`config.mk`:
```
export PLATFORM = sky130hd
export DESIGN_NAME = conv_sequencer
export DESIGN_NICKNAME = d
export VERILOG_FILES = /design/src/rtl/conv_pkg.sv /design/src/rtl/conv_ctrl_delay_line.sv /design/src/rtl/conv_sequencer.sv
export SDC_FILE = /design/constraint.sdc
export NUM_CORES = 1
export LEC_CHECK = 0
export ABC_AREA = 1
export CAP_MARGIN = 10
export CORE_MARGIN = 3
export CORE_UTILIZATION = 63
export DETAILED_ROUTE_END_ITERATION = 8
export DONT_BUFFER_PORTS = 1
export PLACE_DENSITY = 0.79
export SLEW_MARGIN = 30
export SYNTH_ARGS = -nofsm -noshare
export SYNTH_HDL_FRONTEND = slang
export SYNTH_SLANG_ARGS = --single-unit
export TNS_END_PERCENT = 50
```
`constraint.sdc`:
```
create_clock -name i_clk -period 4.4 [get_ports i_clk]
set_clock_uncertainty 0.05 [all_clocks]
set_input_delay 0 -clock i_clk [delete_from_list [all_inputs] [get_ports i_clk]]
set_output_delay 0 -clock i_clk [all_outputs]
set_load 0.05 [all_outputs]
```
`src/rtl/conv_pkg.sv`:
```
// Shared types and address-width helpers for the time-multiplexed convolution sequencer.
package conv_pkg;

  typedef enum logic [1:0] {
    ST_IDLE  = 2'd0,
    ST_RUN   = 2'd1,
    ST_DRAIN = 2'd2,
    ST_DONE  = 2'd3
  } conv_state_e;

  // Width of an address able to index `depth` entries; never narrower than one bit.
  function automatic int addr_w(input int depth);
    if (depth <= 1) begin
      return 1;
    end else begin
      return $clog2(depth);
    end
  endfunction

  function automatic int tap_w(input int ntaps);
    return addr_w(ntaps);
  endfunction

  function automatic int samp_w(input int nsamp);
    return addr_w(nsamp);
  endfunction

  function automatic int out_w(input int nsamp, input int ntaps);
    return addr_w(nsamp + ntaps - 1);
  endfunction

endpackage

```
`src/rtl/conv_ctrl_delay_line.sv`:
```
// Stallable control shift register; selected bits are forced low while the line is held.
module ctrl_delay_line #(
  parameter int                 DEPTH     = 1,
  parameter int                 WIDTH     = 1,
  parameter logic [WIDTH-1:0]   HOLD_MASK = {WIDTH{1'b0}}
) (
  input  logic             i_clk,
  input  logic             i_rst,
  input  logic             i_hold,
  input  logic [WIDTH-1:0] i_d,
  output logic [WIDTH-1:0] o_q
);

  logic [WIDTH-1:0] r_stage [DEPTH];

  always_ff @(posedge i_clk) begin
    if (i_rst) begin
      for (int i = 0; i < DEPTH; i++) begin
        r_stage[i] <= {WIDTH{1'b0}};
      end
    end else if (!i_hold) begin
      r_stage[0] <= i_d;
      for (int i = 1; i < DEPTH; i++) begin
        r_stage[i] <= r_stage[i-1];
      end
    end
  end

  // Held stages keep their contents so they re-emit once the hold is released.
  always_comb begin
    if (i_hold) begin
      o_q = r_stage[DEPTH-1] & ~HOLD_MASK;
    end else begin
      o_q = r_stage[DEPTH-1];
    end
  end

endmodule

```
`src/rtl/conv_sequencer.sv`:
```
// Sequences one MAC through y[n] = sum_k h[k]*x[n-k]: issues (n,k) pairs with k inner,
// zero-pads out-of-range taps and strobes accumulator clear/enable and result writes.
module conv_sequencer
  import conv_pkg::*;
#(
  parameter int NTAPS  = 20,
  parameter int NSAMP  = 2401,
  parameter int RD_LAT = 1
) (
  input  logic                                  i_clk,
  input  logic                                  i_rst,
  input  logic                                  i_start,
  input  logic                                  i_stall,
  output logic [conv_pkg::tap_w(NTAPS)-1:0]     o_coef_addr,
  output logic [conv_pkg::samp_w(NSAMP)-1:0]    o_samp_addr,
  output logic                                  o_acc_clr,
  output logic                                  o_acc_en,
  output logic                                  o_res_we,
  output logic [conv_pkg::out_w(NSAMP,NTAPS)-1:0] o_res_addr,
  output logic                                  o_busy,
  output logic                                  o_done
);

  localparam int NOUT   = NSAMP + NTAPS - 1;
  localparam int W_TAP  = tap_w(NTAPS);
  localparam int W_SAMP = samp_w(NSAMP);
  localparam int W_OUT  = out_w(NSAMP, NTAPS);
  localparam int W_DRN  = addr_w(RD_LAT + 1);

  localparam logic [W_TAP-1:0]        K_LAST    = W_TAP'(NTAPS - 1);
  localparam logic [W_OUT-1:0]        N_LAST    = W_OUT'(NOUT - 1);
  localparam logic signed [W_OUT:0]   SAMP_MAX  = (W_OUT+1)'(NSAMP - 1);
  localparam logic [W_DRN-1:0]        DRN_LAST  = W_DRN'(RD_LAT);
  localparam logic [1:0]              ACC_MASK  = 2'b11;
  localparam logic [W_OUT:0]          RES_MASK  = {1'b1, {W_OUT{1'b0}}};

  conv_state_e              r_state;
  conv_state_e              w_state_nxt;
  logic [W_OUT-1:0]         r_n;
  logic [W_TAP-1:0]         r_k;
  logic [W_SAMP-1:0]        r_samp_addr;
  logic                     r_tap_v;
  logic [W_DRN-1:0]         r_drain_cnt;

  logic                     w_accept;
  logic                     w_adv;
  logic                     w_last;
  logic                     w_issuing;
  logic [W_OUT-1:0]         w_n_nxt;
  logic [W_TAP-1:0]         w_k_nxt;
  logic [W_OUT:0]           w_n_ext;
  logic [W_OUT:0]           w_k_ext;
  logic signed [W_OUT:0]    w_diff;
  logic                     w_tap_v_nxt;
  logic [W_SAMP-1:0]        w_samp_nxt;
  logic [1:0]               w_acc_d;
  logic [1:0]               w_acc_q;
  logic [W_OUT:0]           w_res_d;
  logic [W_OUT:0]           w_res_q;
  logic                     w_busy;
  logic                     w_done;

  assign w_accept  = (r_state == ST_IDLE) && i_start;
  assign w_adv     = (r_state == ST_RUN) && !i_stall;
  assign w_issuing = (r_state == ST_RUN);
  assign w_last    = (r_n == N_LAST) && (r_k == K_LAST);

  always_ff @(posedge i_clk) begin
    if (i_rst) begin
      r_state <= ST_IDLE;
    end else begin
      r_state <= w_state_nxt;
    end
  end

  always_comb begin
    w_state_nxt = r_state;
    case (r_state)
      ST_IDLE: begin
        if (i_start) begin
          w_state_nxt = ST_RUN;
        end else begin
          w_state_nxt = ST_IDLE;
        end
      end
      ST_RUN: begin
        if (!i_stall && w_last) begin
          w_state_nxt = ST_DRAIN;
        end else begin
          w_state_nxt = ST_RUN;
        end
      end
      ST_DRAIN: begin
        if (!i_stall && (r_drain_cnt == DRN_LAST)) begin
          w_state_nxt = ST_DONE;
        end else begin
          w_state_nxt = ST_DRAIN;
        end
      end
      ST_DONE: begin
        w_state_nxt = ST_IDLE;
      end
      default: begin
        w_state_nxt = ST_IDLE;
      end
    endcase
  end

  always_comb begin
    w_busy = 1'b0;
    w_done = 1'b0;
    case (r_state)
      ST_IDLE: begin
        w_busy = 1'b0;
        w_done = 1'b0;
      end
      ST_RUN, ST_DRAIN: begin
        w_busy = 1'b1;
        w_done = 1'b0;
      end
      ST_DONE: begin
        w_busy = 1'b0;
        w_done = 1'b1;
      end
      default: begin
        w_busy = 1'b0;
        w_done = 1'b0;
      end
    endcase
  end

  // Next (n,k): k runs fastest; the pair returns to (0,0) after the final issue.
  always_comb begin
    w_n_nxt = r_n;
    w_k_nxt = r_k;
    if (w_accept || (w_adv && w_last)) begin
      w_n_nxt = {W_OUT{1'b0}};
      w_k_nxt = {W_TAP{1'b0}};
    end else if (w_adv) begin
      if (r_k == K_LAST) begin
        w_k_nxt = {W_TAP{1'b0}};
        w_n_nxt = r_n + W_OUT'(1);
      end else begin
        w_k_nxt = r_k + W_TAP'(1);
        w_n_nxt = r_n;
      end
    end else begin
      w_n_nxt = r_n;
      w_k_nxt = r_k;
    end
  end

  assign w_n_ext = {1'b0, w_n_nxt};
  assign w_k_ext = (W_OUT+1)'(w_k_nxt);

  always_comb begin
    w_diff      = signed'(w_n_ext - w_k_ext);
    w_tap_v_nxt = !w_diff[W_OUT] && (w_diff <= SAMP_MAX);
    if (w_tap_v_nxt) begin
      w_samp_nxt = w_diff[W_SAMP-1:0];
    end else begin
      w_samp_nxt = {W_SAMP{1'b0}};
    end
  end

  always_ff @(posedge i_clk) begin
    if (i_rst) begin
      r_n         <= {W_OUT{1'b0}};
      r_k         <= {W_TAP{1'b0}};
      r_samp_addr <= {W_SAMP{1'b0}};
      r_tap_v     <= 1'b0;
    end else if (w_accept || w_adv) begin
      r_n         <= w_n_nxt;
      r_k         <= w_k_nxt;
      r_samp_addr <= w_samp_nxt;
      r_tap_v     <= w_tap_v_nxt;
    end
  end

  // Drain counts the non-stalled cycles needed to flush the deepest control stage.
  always_ff @(posedge i_clk) begin
    if (i_rst) begin
      r_drain_cnt <= {W_DRN{1'b0}};
    end else if (r_state == ST_DRAIN) begin
      if (!i_stall) begin
        r_drain_cnt <= r_drain_cnt + W_DRN'(1);
      end
    end else begin
      r_drain_cnt <= {W_DRN{1'b0}};
    end
  end

  assign w_acc_d = {w_issuing && (r_k == {W_TAP{1'b0}}), w_issuing && r_tap_v};
  assign w_res_d = {w_issuing && (r_k == K_LAST), r_n};

  ctrl_delay_line #(
    .DEPTH     (RD_LAT),
    .WIDTH     (2),
    .HOLD_MASK (ACC_MASK)
  ) u_acc_dly (
    .i_clk  (i_clk),
    .i_rst  (i_rst),
    .i_hold (i_stall),
    .i_d    (w_acc_d),
    .o_q    (w_acc_q)
  );

  ctrl_delay_line #(
    .DEPTH     (RD_LAT + 1),
    .WIDTH     (W_OUT + 1),
    .HOLD_MASK (RES_MASK)
  ) u_res_dly (
    .i_clk  (i_clk),
    .i_rst  (i_rst),
    .i_hold (i_stall),
    .i_d    (w_res_d),
    .o_q    (w_res_q)
  );

  assign o_coef_addr = r_k;
  assign o_samp_addr = r_samp_addr;
  assign o_acc_clr   = w_acc_q[1];
  assign o_acc_en    = w_acc_q[0];
  assign o_res_we    = w_res_q[W_OUT];
  assign o_res_addr  = w_res_q[W_OUT-1:0];
  assign o_busy      = w_busy;
  assign o_done      = w_done;

endmodule
```
==> summary.txt <==
Global route
  • Largest net degree at the start of global routing: 32
  • Global-route wire length before repair: between 10 and 15 mm
  • Vias in the first global route: 2458
  • Initial antenna violation count: 0
  • GR Util All Layers: 0.2414
  • GR Overflow Total: 0

Critical path
  • Cell Chain, Critical Path: buf_4, ha_1, nand2_1, inv_1, nand2_2, nor2_2, nand3_2, nand2_4, inv_2, nand3_1, ha_1, fa_1, o21ai_0, a21oi_1, nand2_1, nand2_1, nand2_1, nand3_1, nand2_1, nand2_1, nand2_1, nand2_4, nand3_4, o31ai_1
  • Crit-path max FO: 12
  • Worst endpoint required time: 4.55 ns
  • Crit path arrival time: 4.05 ns
  • Critical path's top delay family: simple AND/OR/NAND/NOR gates
  • CP max stage delay: 0.40 ns
  • Critical-path top delay cell: fa_1
  • Crit path buffers/inverters: 3
  • CP dominant cell by count: nand2_1
  • Critical path endpoint category: register
  • CP startpoint kind: register
  • Critical Setup Path Class: reg -> reg

Drt
  • Vias per inst: 5.279
  • Drt wl/cell: around 14 um
  • DR pass1 iterations: 4
  • Drt drc: 0
  • Total number of vias: approximately 2500
  • Starting DRT DRC Count: about 190
  • Post-route ant nets: 0
  • Drt total wl: ~6.7 mm

Clocking
  • Max clock buf depth: 2
  • CTS buffer count: 9
  • Clock Latency Late Sink: 0.34 ns
  • Reg clk slew, reported paths: 0.07 ns
  • H-tree levels: 3
  • Sinks on the clock net: approximately 60
  • Postcts setup bufs: 0
  • CTS tree: built
  • CTS Root Cell: clkbuf_8

Final layout
  • Nets: about 420
  • Ratio of cells with drive above 1 in the final layout: 0.1244
  • Fill cells: 408
  • Layout area overhead: 6.214%
  • Area occupied by multi-input gates: about 1400 um^2
  • Ant. Diodes: 0
  • Non-filler cells, final: 477
  • Register area: about 1500 um^2
  • Post-route cell area: 3507 um^2

Pwr
  • Sw frac: 0.2902
  • Pwr Density: between 300 and 400 nW/um^2
  • Logic pwr share: 0.130
  • Switching pwr: just over 0.4 mW
  • VDD IR max: 0.2424 mV
  • Leakage: 1.576 nW
  • Seq pwr share: 0.488
  • Int Pwr: just under 1 mW
  • Clock power share: 0.382

STA
  • Max-slew violation count: 0
  • Fin crit share: 0.8849
  • Worst Tran Pin Value: just over 0.9 ns
  • Final setup viols: 0
  • RSZ-0062 raised after global routing: false
  • Fmax: roughly 260 MHz
  • Fin. Hold Viols: 0
  • Setup slack after layout: about 0.5 ns
  • Period minus WS final: 3.894 ns
  • Total negative slack: 0 ns
  • Slew margin rel.: 0.3804

Floorplanning
  • Die W: 78.40 um
  • IO Pins: 38
  • Initial Util: 0.6767
  • Die ar.: 6146 um^2
  • Core area: around 4900 um^2
  • Die Ht: about 78 um
  • Std-Cell Rows: 25

Min path
  • Worst hold path class: in -> reg

Yosys
  • Library cells used by synthesis: 34
  • Post-Syn Area: ~3300 um^2
  • Post-synthesis sequential area ratio: 0.4547
  • Number of enable flip-flop cells after synthesis: 28
  • Avg Inst Size Synth: about 8.1 um^2
  • Leading area contributor after synthesis: edfxtp_1
  • Most common flop cell mapped by yosys: dfxtp_1
  • Mapped Cells: 408
  • Synth top area share: 0.2546
  • Most common cell in the netlist: nand2_1
  • Synth warn: 0
  • Syn Nets: between 400 and 500
  • Yosys reg bits: approximately 60
  • Synth area leaders: edfxtp_1 25%, dfxtp_1 20%, nand2_1 8.3%
  • FFs w/ async S/R, synth: 0
  • Commonest cells post-synth: 73 x nand2_1, 63 x inv_1, 60 x nor2_1

Flow run
  • Max-Cap Viols: 0

Placed design
  • Cell total after placement: between 400 and 500
  • Area after DPL: roughly 3300 um^2
  • Pre-CTS setup slack: 0.6043 ns
  • Placed wire-length estimate: roughly 4.8 mm
  • RD Place Congestion: between 0.9 and 1
  • I/O Buffers: 0

Status
  • Status: complete, no violations
==> layout by cell type (no fill, tap or decap), types with 2 or more instances in the layout <==
cell type	count
clkbuf_1	2
bufinv_16	2
nand2_1	72
dlygate4sd3_1	2
nand3_4	3
o21ai_0	8
ha_1	13
clkbuf_8	9
a21oi_1	14
o21ai_2	4
nor3_1	5
inv_1	63
xor2_1	4
nor2_1	60
nand3_1	35
buf_4	5
inv_2	6
nand4_1	5
xnor2_1	4
edfxtp_1	28
nand2_4	2
nor2_4	3
dfxtp_1	33
a211oi_1	2
nor2_2	8
nand3b_1	2
clkinv_1	2
nand2_2	4
==> kinds of logic after synthesis <==
logic type | share of synthesized area
and+or+nand+nor | 0.2884
buffers and inverters | 0.1254
DFF | 0.4547
AOI/OAI and AO/OA | 0.05494
adders and majority gates | 0.05533
xor gates and xnor gates | 0.02122
==> registers in the layout, summed over array words and instances (netlist names), named ones only <==
signal and flops:
r_state 1, r_n 12, o_samp_addr 12, r_tap_v 1
r_drain_cnt 1, u_res_dly.r_stage 26, o_coef_addr 5, u_acc_dly.r_stage 2
==> path summary, 6_finish.rpt <==
path | depth (start not counted) | start | slack, ns | endpoint
worst max-delay path | 24 | o_coef_addr[0] | 0.51 | r_tap_v
worst min-delay path | 5 | i_stall | 0.02 | register
worst max register to register | 24 | o_coef_addr[0] | 0.51 | r_tap_v
worst min register to register | 2 | r_drain_cnt | 0.45 | r_drain_cnt
==> metrics by stage <==
| stage | power, mW | util | hold WS, ns |
|---|---|---|---|
| floorplan | 0.8437 | - | 0.08782 |
| detailed placement | 0.8597 | 0.6710 | 0.02526 |
| CTS | 1.396 | 0.7197 | 0.01709 |
| global route | 1.447 | 0.7187 | 0.05458 |
| global placement | 0.8550 | 0.6705 | 0.02471 |
| finish | 1.388 | 0.7187 | 0.01876 |
==> cell type report <==
type | instances | area share
clock buffer | 11 | 0.03746
clock inverter | 5 | 0.02176
inverter | 70 | 0.07492
multi-input combinational | 255 | 0.3960
sequential | 61 | 0.4281
tap | 67 | 0.02390
timing repair buffer | 8 | 0.01784
==> power by group through the flow <==
| stage | Clock [mW] | Combinational [mW] | Sequential, mW |
|---|---|---|---|
| 2_1_floorplan | 0 | 0.178 | 0.666 |
| 3_3_place_gp | 0 | 0.166 | 0.689 |
| 3_5_place_dp | 0 | 0.170 | 0.690 |
| 4_1_cts | 0.539 | 0.179 | 0.678 |
| 5_1_grt | 0.566 | 0.201 | 0.680 |
| 6_report | 0.531 | 0.180 | 0.677 |
==> repair_timing <==
action | in CTS | in global routing
resized for setup | 0 | 0
endpoints found under the hold margin | 35 | 0
hold buffers | 3 | 0
==> worst register-to-register path, delay by kind of cell, from the launching register on <==
| family | cells | cell delay (ns) |
|---|---|---|
| simple gates | 15 | 1.48 |
| fa+ha+maj | 3 | 0.90 |
| compound gates | 3 | 0.55 |
| buf+inv | 3 | 0.49 |
| flops | 1 | 0.30 |
==> metal layers <==
layer / wire [um] / global-route usage / up-vias / part of all wire
li1: - / - / 1278 / -
met1: 2989 / 0.3094 / 1159 / 0.45
met2: 3162 / 0.3870 / 70 / 0.47
met3: 400 / 0.07225 / 11 / 0.060
met4: 106 / 0.08916 / 0 / 0.016
met5: 0 / 0 / - / 0
Note: power is estimated with default switching activity, not from simulation.
